### src/rtl/axi_pkg.sv
// Shared definitions for the AXI write arbiter: FSM state encodings and BRESP codes.
package axi_pkg;

  typedef enum logic [1:0] {
    ST_IDLE = 2'd0,
    ST_ADDR = 2'd1,
    ST_DATA = 2'd2
  } arb_state_t;

  localparam logic [1:0] RESP_OKAY   = 2'b00;
  localparam logic [1:0] RESP_EXOKAY = 2'b01;
  localparam logic [1:0] RESP_SLVERR = 2'b10;
  localparam logic [1:0] RESP_DECERR = 2'b11;

endpackage

### src/rtl/axi_wr_arb_bq.sv
// B-response ordering queue: FIFO of grant indices, one entry per accepted AW,
// popped when the matching B handshake completes.
module axi_wr_arb_bq #(
  parameter int DEPTH = 4,
  parameter int WIDTH = 1
) (
  input  logic             i_clk,
  input  logic             i_rst,
  input  logic             i_push,
  input  logic [WIDTH-1:0] i_push_idx,
  input  logic             i_pop,
  output logic [WIDTH-1:0] o_head,
  output logic             o_full,
  output logic             o_empty
);

  localparam int PTR_W = (DEPTH > 1) ? $clog2(DEPTH) : 1;

  logic [WIDTH-1:0] r_mem [DEPTH];
  logic [PTR_W-1:0] r_wr_ptr;
  logic [PTR_W-1:0] r_rd_ptr;
  logic [PTR_W:0]   r_count;

  always_ff @(posedge i_clk) begin
    if (i_push) begin
      r_mem[r_wr_ptr] <= i_push_idx;
    end
  end

  // Pointers wrap naturally because DEPTH is a power of two.
  always_ff @(posedge i_clk or posedge i_rst) begin
    if (i_rst) begin
      r_wr_ptr <= '0;
      r_rd_ptr <= '0;
      r_count  <= '0;
    end else begin
      if (i_push) begin
        r_wr_ptr <= r_wr_ptr + 1'b1;
      end
      if (i_pop) begin
        r_rd_ptr <= r_rd_ptr + 1'b1;
      end
      case ({i_push, i_pop})
        2'b10:   r_count <= r_count + 1'b1;
        2'b01:   r_count <= r_count - 1'b1;
        default: r_count <= r_count;
      endcase
    end
  end

  assign o_head  = r_mem[r_rd_ptr];
  assign o_full  = (r_count == (PTR_W+1)'(DEPTH));
  assign o_empty = (r_count == '0);

endmodule

### src/rtl/axi_wr_arbiter.sv
// N:1 AXI write arbiter: round-robin AW grant, W routed to the granted port, B routed
// in issue order. Define AXI_WR_ARB_PRIO_EN to add the prio_en fixed-priority input.
module axi_wr_arbiter
  import axi_pkg::*;
#(
  parameter int SLAVE_NUM  = 2,
  parameter int ID_WIDTH   = 4,
  parameter int ADDR_WIDTH = 32,
  parameter int DATA_WIDTH = 32,
  parameter int LEN_WIDTH  = 8,
  parameter int BQ_DEPTH   = 4
) (
  input  logic                              aclk,
  input  logic                              areset,
`ifdef AXI_WR_ARB_PRIO_EN
  input  logic                              prio_en,
`endif
  input  logic [SLAVE_NUM*ID_WIDTH-1:0]     s_awid,
  input  logic [SLAVE_NUM*ADDR_WIDTH-1:0]   s_awaddr,
  input  logic [SLAVE_NUM*LEN_WIDTH-1:0]    s_awlen,
  input  logic [SLAVE_NUM*3-1:0]            s_awsize,
  input  logic [SLAVE_NUM*2-1:0]            s_awburst,
  input  logic [SLAVE_NUM-1:0]              s_awvalid,
  output logic [SLAVE_NUM-1:0]              s_awready,
  input  logic [SLAVE_NUM*ID_WIDTH-1:0]     s_wid,
  input  logic [SLAVE_NUM*DATA_WIDTH-1:0]   s_wdata,
  input  logic [SLAVE_NUM*DATA_WIDTH/8-1:0] s_wstrb,
  input  logic [SLAVE_NUM-1:0]              s_wlast,
  input  logic [SLAVE_NUM-1:0]              s_wvalid,
  output logic [SLAVE_NUM-1:0]              s_wready,
  output logic [SLAVE_NUM*ID_WIDTH-1:0]     s_bid,
  output logic [SLAVE_NUM*2-1:0]            s_bresp,
  output logic [SLAVE_NUM-1:0]              s_bvalid,
  input  logic [SLAVE_NUM-1:0]              s_bready,
  output logic [ID_WIDTH-1:0]               m_awid,
  output logic [ADDR_WIDTH-1:0]             m_awaddr,
  output logic [LEN_WIDTH-1:0]              m_awlen,
  output logic [2:0]                        m_awsize,
  output logic [1:0]                        m_awburst,
  output logic                              m_awvalid,
  input  logic                              m_awready,
  output logic [ID_WIDTH-1:0]               m_wid,
  output logic [DATA_WIDTH-1:0]             m_wdata,
  output logic [DATA_WIDTH/8-1:0]           m_wstrb,
  output logic                              m_wlast,
  output logic                              m_wvalid,
  input  logic                              m_wready,
  input  logic [ID_WIDTH-1:0]               m_bid,
  input  logic [1:0]                        m_bresp,
  input  logic                              m_bvalid,
  output logic                              m_bready
);

  localparam int IDX_W  = (SLAVE_NUM > 1) ? $clog2(SLAVE_NUM) : 1;
  localparam int STRB_W = DATA_WIDTH / 8;

  arb_state_t              r_state;
  logic [IDX_W-1:0]        r_grant;
  logic [IDX_W-1:0]        r_last_grant;
  logic                    r_awvalid;
  logic [ID_WIDTH-1:0]     r_awid;
  logic [ADDR_WIDTH-1:0]   r_awaddr;
  logic [LEN_WIDTH-1:0]    r_awlen;
  logic [2:0]              r_awsize;
  logic [1:0]              r_awburst;

  logic [IDX_W-1:0]        w_winner;
  logic                    w_found;
  logic                    w_prio;
  logic                    w_grant_ok;
  logic                    w_in_data;
  logic                    w_wlast_hs;
  logic                    w_bq_push;
  logic                    w_bq_pop;
  logic                    w_bq_full;
  logic                    w_bq_empty;
  logic [IDX_W-1:0]        w_bq_head;

`ifdef AXI_WR_ARB_PRIO_EN
  assign w_prio = prio_en;
`else
  assign w_prio = 1'b0;
`endif

  // Search starts one past the previous winner; fixed priority starts at port 0.
  always_comb begin
    int               start_idx;
    logic [IDX_W-1:0] cand;
    w_found   = 1'b0;
    w_winner  = '0;
    cand      = '0;
    start_idx = w_prio ? 0 : (int'(r_last_grant) + 1) % SLAVE_NUM;
    for (int k = 0; k < SLAVE_NUM; k++) begin
      cand = IDX_W'((start_idx + k) % SLAVE_NUM);
      if (!w_found && s_awvalid[cand]) begin
        w_found  = 1'b1;
        w_winner = cand;
      end
    end
  end

  assign w_grant_ok = !areset && (r_state == ST_IDLE) && !w_bq_full && w_found;

  always_comb begin
    s_awready = '0;
    if (w_grant_ok) begin
      s_awready[w_winner] = 1'b1;
    end
  end

  assign w_in_data  = (r_state == ST_DATA);
  assign w_wlast_hs = m_wvalid && m_wready && m_wlast;

  always_ff @(posedge aclk or posedge areset) begin
    if (areset) begin
      r_state      <= ST_IDLE;
      r_grant      <= '0;
      r_last_grant <= IDX_W'(SLAVE_NUM - 1);
      r_awvalid    <= 1'b0;
      r_awid       <= '0;
      r_awaddr     <= '0;
      r_awlen      <= '0;
      r_awsize     <= '0;
      r_awburst    <= '0;
    end else begin
      case (r_state)
        ST_IDLE: begin
          if (w_grant_ok) begin
            r_grant   <= w_winner;
            if (!w_prio) begin
              r_last_grant <= w_winner;
            end
            r_awid    <= s_awid[w_winner*ID_WIDTH +: ID_WIDTH];
            r_awaddr  <= s_awaddr[w_winner*ADDR_WIDTH +: ADDR_WIDTH];
            r_awlen   <= s_awlen[w_winner*LEN_WIDTH +: LEN_WIDTH];
            r_awsize  <= s_awsize[w_winner*3 +: 3];
            r_awburst <= s_awburst[w_winner*2 +: 2];
            r_awvalid <= 1'b1;
            r_state   <= ST_ADDR;
          end
        end
        ST_ADDR: begin
          if (m_awready) begin
            r_awvalid <= 1'b0;
            r_state   <= ST_DATA;
          end
        end
        ST_DATA: begin
          if (w_wlast_hs) begin
            r_state <= ST_IDLE;
          end
        end
        default: r_state <= ST_IDLE;
      endcase
    end
  end

  assign m_awid    = r_awid;
  assign m_awaddr  = r_awaddr;
  assign m_awlen   = r_awlen;
  assign m_awsize  = r_awsize;
  assign m_awburst = r_awburst;
  assign m_awvalid = r_awvalid;

  assign m_wid    = s_wid[r_grant*ID_WIDTH +: ID_WIDTH];
  assign m_wdata  = s_wdata[r_grant*DATA_WIDTH +: DATA_WIDTH];
  assign m_wstrb  = s_wstrb[r_grant*STRB_W +: STRB_W];
  assign m_wlast  = s_wlast[r_grant];
  assign m_wvalid = w_in_data && s_wvalid[r_grant];

  assign w_bq_push = (r_state == ST_ADDR) && m_awready;
  assign m_bready  = !w_bq_empty && s_bready[w_bq_head];
  assign w_bq_pop  = m_bvalid && m_bready;

  // B payload fans out to every port; only the queue head sees bvalid.
  for (genvar gi = 0; gi < SLAVE_NUM; gi++) begin : g_port
    assign s_wready[gi]                      = w_in_data && (r_grant == IDX_W'(gi)) && m_wready;
    assign s_bvalid[gi]                      = !w_bq_empty && (w_bq_head == IDX_W'(gi)) && m_bvalid;
    assign s_bid[gi*ID_WIDTH +: ID_WIDTH]    = m_bid;
    assign s_bresp[gi*2 +: 2]                = m_bresp;
  end

  axi_wr_arb_bq #(
    .DEPTH (BQ_DEPTH),
    .WIDTH (IDX_W)
  ) u_bq (
    .i_clk      (aclk),
    .i_rst      (areset),
    .i_push     (w_bq_push),
    .i_push_idx (r_grant),
    .i_pop      (w_bq_pop),
    .o_head     (w_bq_head),
    .o_full     (w_bq_full),
    .o_empty    (w_bq_empty)
  );

endmodule
### config.mk
export PLATFORM = sky130hd
export DESIGN_NAME = axi_wr_arbiter
export DESIGN_NICKNAME = d
export VERILOG_FILES = /design/src/rtl/axi_pkg.sv /design/src/rtl/axi_wr_arb_bq.sv /design/src/rtl/axi_wr_arbiter.sv
export SDC_FILE = /design/constraint.sdc
export NUM_CORES = 1
export LEC_CHECK = 0
export ABC_AREA = 0
export BUFFER_PORTS_ARGS = -buffer_cell sky130_fd_sc_hd__buf_2
export CAP_MARGIN = 10
export CORE_AREA = 2 2 120 122
export DETAILED_ROUTE_END_ITERATION = 16
export DIE_AREA = 0 0 122 124
export PLACE_DENSITY = 0.57
export SLEW_MARGIN = 20
export SYNTH_ARGS = -nofsm -noshare
export SYNTH_HDL_FRONTEND = slang
export SYNTH_SLANG_ARGS = --single-unit
### constraint.sdc
create_clock -name aclk -period 5.85 [get_ports aclk]
set_clock_uncertainty 0.05 [all_clocks]
set_input_delay 1.17 -clock aclk [delete_from_list [all_inputs] [get_ports aclk]]
set_output_delay 1.17 -clock aclk [all_outputs]
set_load 0.05 [all_outputs]
-- Word level (Yosys, flattened, before mapping)
Memory sizes are Yosys's and may differ from the RTL's.
Index checks and enable logic that the tools add are counted.
- bits in registers: 61
- RAM bits: 4
- input bits: 197
- output and inout bits: 111
- logic and storage cells: 101
- memories kept: 1
- add/subtract/negate cells: 6
- multipliers: 1
- $lt $le $gt $ge: 6
- equality and inequality tests: 8
- shifts and indexed selects: 8
- mux-type cells: 27
- bitwise gates (word level): 2
- reduce and logical (&&, ||, !) cells: 30
- memories (memory ; words ; bits a word ; rd ports ; clocked after Yosys merged registers in ; write ports ; RTL line ; RTL):
    u_bq.r_mem ; 4 ; 1 ; 1 ; 0 ; 1 ; axi_wr_arb_bq.sv:19 ; logic [WIDTH-1:0] r_mem [DEPTH];
- operator list (cell ; count):
    indexed part select 64 x 7 -> 32 bit ; 2
    indexed part select 8 x 4 -> 4 bit ; 3
    logical AND 1 bit ; 19
    two-way mux 1 bit ; 19
    indexed part select 16 x 5 -> 8 bit ; 1
    < comparator 1 x 2 -> 1 bit, second input constant ; 5
    two-way mux 2 bit ; 4
    case mux 2 bit (3 select lines) ; 1
    case mux 3 bit (2 select lines) ; 1
    AND reduction 3 bit ; 2
    indexed part select 6 x 4 -> 3 bit ; 1
    adder 2 x 1 -> 2 bit, second input constant ; 2
    == test 2 x 1 -> 1 bit, second input constant ; 2
    == test 2 bit, second input constant ; 2
    logical NOT 1 bit ; 4
    inequality test 2 bit, second input constant ; 2
    nonzero test 2 bit ; 2
    indexed part select 4 x 3 -> 2 bit ; 1
    adder 3 x 1 -> 3 bit, second input constant ; 1
    == test 3 bit, second input constant ; 1
    logical NOT 3 bit ; 1
    multiplier 1 x 2 -> 3 bit, second input constant ; 1
    subtractor 3 x 1 -> 3 bit, second input constant ; 1
    adder 1 bit, second input constant ; 2
    other kinds (7) ; 8

-- Longest topological paths before layout
- depth after elaboration: 12
- mapped depth: 9
- mapped depth without buffers: 9

-- Cells and area by module
A second synthesis with hierarchy kept.
- cell total of the unflattened synthesis: 290
- area total of the unflattened synthesis: 4125.2 sq um
- modules (own cells, without submodules) (module ; times used ; cells an instance ; area each (sq um) ; seq. area each (sq um)):
    axi_wr_arbiter ; 1 ; 248 ; 3583.4 ; 1352.5
    axi_wr_arb_bq ; 1 ; 42 ; 541.8 ; 295.3

-- Least setup slack after synthesis
OpenSTA, ideal clock, no wires.
- path type: input -> output
- start point: input s_awvalid[1]
- end point: output s_awready[0]
- arrival: 3.084 ns
- required time: 4.630 ns
- setup slack: 1.546 ns
- stages on the path: 4
- path through: a21boi_0 buf_2 buf_2 nor4_1
- word-level cells in the longest chain between the ends: 11
- ends and longest elaborated chain (what ; RTL line ; RTL):
    start, declared ; axi_wr_arbiter.sv:23 ; input logic [SLAVE_NUM-1:0] s_awvalid,
    two-way mux 1 bit (implied by the code) (2 in series) ; axi_wr_arbiter.sv:95 ; if (!w_found && s_awvalid[cand]) begin
    two-way mux 1 bit ; axi_wr_arbiter.sv:95 ;
    logical NOT 1 bit ; axi_wr_arbiter.sv:95 ;
    logical AND 1 bit ; axi_wr_arbiter.sv:95 ;
    two-way mux 1 bit ; axi_wr_arbiter.sv:95 ;
    < comparator 1 x 2 -> 1 bit (implied by the code) / >= comparator 1 bit (equally long branches) ; axi_wr_arbiter.sv:107 ; s_awready[w_winner] = 1'b1;
    logical AND 1 bit (implied by the code) ; axi_wr_arbiter.sv:107 ;
    two-way mux 1 bit (implied by the code) ; axi_wr_arbiter.sv:107 ;
    demux 1 bit (select 1 bit) ; axi_wr_arbiter.sv:107 ;
    two-way mux 2 bit (*) ; axi_wr_arbiter.sv:106 ; if (w_grant_ok) begin
    end, declared ; axi_wr_arbiter.sv:24 ; output logic [SLAVE_NUM-1:0] s_awready,
Every way passes the cells marked *; elsewhere a longest branch is shown, timed or not. The select of a mux whose other input is x is not followed.

-- Worst setup path in the final report
- start point: input areset
- end point: output s_awready[0]
- word-level cells in the longest chain between the ends: 5
- ends and longest elaborated chain (what ; RTL line ; RTL):
    start, declared ; axi_wr_arbiter.sv:14 ; input logic areset,
    logical NOT 1 bit (no source line) ; n/a ;
    logical AND 1 bit (3 in series) ; axi_wr_arbiter.sv:102 ; assign w_grant_ok = !areset && (r_state == ST_IDLE) && !w_bq_full && w_found;
    two-way mux 2 bit ; axi_wr_arbiter.sv:106 ;
No other way between the ends.

==> run_summary.xml <==
<?xml version="1.0" encoding="UTF-8"?>
<metrics>
  <group name="min_path">
    <metric name="hold_path_depth" unit="">1</metric>
    <metric name="hp-class" unit="">flop to flop</metric>
  </group>
  <group name="placement">
    <metric name="placed_cells" unit="">781</metric>
    <metric name="routabilityCongestion" unit="">0.8410</metric>
    <metric name="post-dp-hpwl" unit="um">9720</metric>
    <metric name="place_ws" unit="ns">2.192</metric>
    <metric name="placement.io_buffers" unit="">289</metric>
  </group>
  <group name="global_routing">
    <metric name="grt_start_max_net_pins" unit="">103</metric>
    <metric name="grt_pass1_wl" unit="um">16590</metric>
    <metric name="grt.total_usage" unit="">0.1458</metric>
    <metric name="first_global_vias" unit="">3190</metric>
    <metric name="number_of_antenna_violations_at_the_first_check_in_global_routing" unit="">1</metric>
    <metric name="grt_remaining_overflow" unit="">0</metric>
  </group>
  <group name="timing">
    <metric name="fin_tns_setup" unit="ns">0</metric>
    <metric name="max_freq" unit="GHz">0.2795</metric>
    <metric name="worst_slew_margin_rel" unit="">0.3691</metric>
    <metric name="worst_slack" unit="ns">2.272</metric>
    <metric name="finalCritPeriodShare" unit="">0.6116</metric>
    <metric name="worst-slew-pin-transition" unit="ns">0.9464</metric>
    <metric name="rsz0062_at_grt" unit="">no</metric>
    <metric name="min_period" unit="ns">3.578</metric>
    <metric name="slew_viol_final" unit="">0</metric>
    <metric name="timing.final.setup_violations" unit="">0</metric>
    <metric name="finalHoldViolations" unit="">0</metric>
  </group>
  <group name="clock_network">
    <metric name="clock_latency" unit="ns">0.32</metric>
    <metric name="root_buffer" unit="">clkbuf_16</metric>
    <metric name="htreeDepth" unit="">3</metric>
    <metric name="postCtsSetupBuffers" unit="">0</metric>
    <metric name="clock_buffer_count_from_cts" unit="">9</metric>
    <metric name="cts.repair.resized" unit="">0</metric>
    <metric name="worst_setup_hold_path_clk_slew" unit="ns">0.05</metric>
    <metric name="numClockSinks" unit="">65</metric>
    <metric name="hold_buffers" unit="">0</metric>
    <metric name="tritoncts_clock_tree" unit="">yes</metric>
    <metric name="clockBufferDepth" unit="">2</metric>
  </group>
  <group name="floorplan">
    <metric name="die_height" unit="um">124</metric>
    <metric name="num_rows" unit="">43</metric>
    <metric name="placeableCoreArea" unit="um2">13720</metric>
    <metric name="io_pins" unit="">308</metric>
    <metric name="floorplan.initialDensity" unit="">0.2674</metric>
    <metric name="die_x" unit="um">122</metric>
    <metric name="dieArea" unit="um2">15130</metric>
  </group>
  <group name="power_and_ir_drop">
    <metric name="cell_internal_pwr" unit="W">0.001579</metric>
    <metric name="netSwitchingPower" unit="W">0.001741</metric>
    <metric name="pwr-share-seq" unit="">0.254</metric>
    <metric name="power_leakage" unit="nW">2.796</metric>
    <metric name="share_clk_of_total_power" unit="">0.168</metric>
    <metric name="power.switching_fraction" unit="">0.5244</metric>
    <metric name="power.ir.vdd_worst" unit="mV">0.2666</metric>
    <metric name="power_per_cell_area" unit="nW/um2">604.9</metric>
    <metric name="combinationalPowerShare" unit="">0.578</metric>
  </group>
  <group name="synth">
    <metric name="netlist_area" unit="um2">3669</metric>
    <metric name="postSynthAreaPerCell" unit="um2">10.66</metric>
    <metric name="yosysSeqAreaShare" unit="">0.4492</metric>
    <metric name="synth-seq-cells" unit="">65</metric>
    <metric name="synthesis.instances" unit="">344</metric>
    <metric name="synth-main-ff-cell" unit="">dfrtp_1</metric>
    <metric name="synth_enable_flop_cells" unit="">4</metric>
    <metric name="yosys.area.top_type" unit="">dfrtp_1</metric>
    <metric name="synthesis.yosys.warnings" unit="">0</metric>
    <metric name="yosysUniqueCellTypes" unit="">35</metric>
    <metric name="synth_largest_type_area_fraction" unit="">0.4093</metric>
    <metric name="synthTopCellsByArea" unit="">dfrtp_1 41%, mux2i_1 14%, mux2_2 13%, a21oi_1 6.7%, nor2_1 5.6%</metric>
    <metric name="postSynth.asyncResetShare" unit="">0.9385</metric>
    <metric name="postSynthNetCount" unit="">547</metric>
  </group>
  <group name="route">
    <metric name="finalWirelength" unit="um">11700</metric>
    <metric name="initialDrtViolationCount" unit="">110</metric>
    <metric name="detail_route.vias_per_cell" unit="">4.358</metric>
    <metric name="detail-route-antenna-nets" unit="">0</metric>
    <metric name="drt_drc_violations_left" unit="">0</metric>
    <metric name="wl_per_cell" unit="um">14.66</metric>
    <metric name="detailedRoute.firstPassIterationCount" unit="">4</metric>
    <metric name="num_vias" unit="">3478</metric>
  </group>
  <group name="setup_path">
    <metric name="timing.critical_path.arrival" unit="ns">2.36</metric>
    <metric name="worstSetupStartpointType" unit="">primary input</metric>
    <metric name="timing.critical_path.required" unit="ns">4.63</metric>
    <metric name="r2r_cells" unit="">9</metric>
    <metric name="critical_path.endpoint_type" unit="">primary output</metric>
    <metric name="timing_worst_setup_path_type" unit="">primary input to primary output</metric>
    <metric name="crit_fanout" unit="">2</metric>
  </group>
  <group name="final_layout">
    <metric name="finalNetCount" unit="">815</metric>
    <metric name="drive_gt1_frac" unit="">0.5754</metric>
    <metric name="area.growth.synth_to_final" unit="%">49.59</metric>
    <metric name="post_layout_instance_count_excluding_filler_cells" unit="">798</metric>
    <metric name="final_cell_mix" unit="">289 x buf_2, 59 x dfrtp_1, 55 x nor2_1</metric>
    <metric name="final_core_util" unit="">0.4000</metric>
    <metric name="mostFrequentLayoutCell" unit="">buf_2</metric>
  </group>
  <group name="job">
    <metric name="timing.max_cap.violations" unit="">0</metric>
  </group>
  <group name="run_status">
    <metric name="status" unit="">finished, final reports clean</metric>
  </group>
</metrics>
-- final timing paths --
check,start,to,slack (ns)
setup / recovery,areset,s_awready[0],2.27
setup reg to reg,u_bq.r_rd_ptr[0],u_bq.r_count[2],3.33
hold / removal,m_awvalid,m_awvalid,0.43
hold reg to reg,m_awvalid,m_awvalid,0.43
max in group asynchronous,areset,r_last_grant,3.98
min in group asynchronous,areset,m_awaddr[9],0.86
-- final cells by class --
class,instances,area (um2)
diodes,1,2.502
repair buffers,292,1469
fillers,1358,8232
clock inverters,4,48.80
well taps,180,225.2
multi-input cells,237,1799
clock buffers,12,267.8
inverters,7,26.28
flip-flops and latches,65,1649
-- Yosys cell counts, types with 2 or more instances --
cell type	number
xnor2_1	2
nor3b_1	4
buf_4	13
mux2i_1	52
dfrtp_1	60
edfxtp_1	4
mux2_1	2
nor2_1	55
nand2b_1	2
clkbuf_1	3
ha_1	5
inv_1	7
a21oi_1	49
and2_1	5
o21ai_0	2
mux2_2	41
xor2_1	4
buf_2	14
buf_6	2
buf_1	3
-- power by group through the flow --
stage          clock network, W  logic [W]  registers (W)
6_report               0.000559    0.00192       0.000842
5_1_grt                0.000600    0.00204       0.000878
4_1_cts                0.000582    0.00194       0.000851
3_5_place_dp                  0    0.00194       0.000856
3_3_place_gp                  0    0.00192       0.000843
2_1_floorplan                 0   0.000999        0.00138
-- sequential cells by signal, indices dropped and copies added (netlist names) --
name / count
r_state: 2
u_bq.r_mem: 4
m_awvalid: 1
m_awburst: 2
m_awlen: 8
m_awid: 4
r_grant: 1
u_bq.r_count: 3
m_awaddr: 32
m_awsize: 3
r_last_grant: 1
u_bq.r_wr_ptr: 2
u_bq.r_rd_ptr: 2
-- through the flow --
step,hold WS (ns),instance area (um2),total power [W]
global route,0.4584,5488,0.003517
detailed placement,0.4262,5169,0.002799
finish,0.4324,5488,0.003320
global placement,0.4156,5169,0.002766
floorplan,0.3995,3669,0.002376
CTS,0.4382,5485,0.003378
-- critical path, cell delays in order --
cell    delay, ns
buf_2        0.13
or3_1        0.38
nor4_1       0.34
buf_2        0.33
-- cells by family after synthesis --
family                     after synthesis  synth area share
xor gates and xnor gates                 6           0.01432
DFF                                     65            0.4492
buffers and inverters                   42           0.06514
adders and majority gates                6           0.02251
AOI/OAI and AO/OA                       53           0.07367
and+or+nand+nor                         76           0.09516
muxes                                   96            0.2800
-- metal layers --
metal,GRT usage,share of wire,vias up
met4,0.04885,0.0094,0
met2,0.2755,0.53,171
met3,0.04258,0.092,8
met1,0.1545,0.37,1576
met5,0,0,-
li1,-,-,1723
No activity file was read; power rests on OpenSTA's default activity.
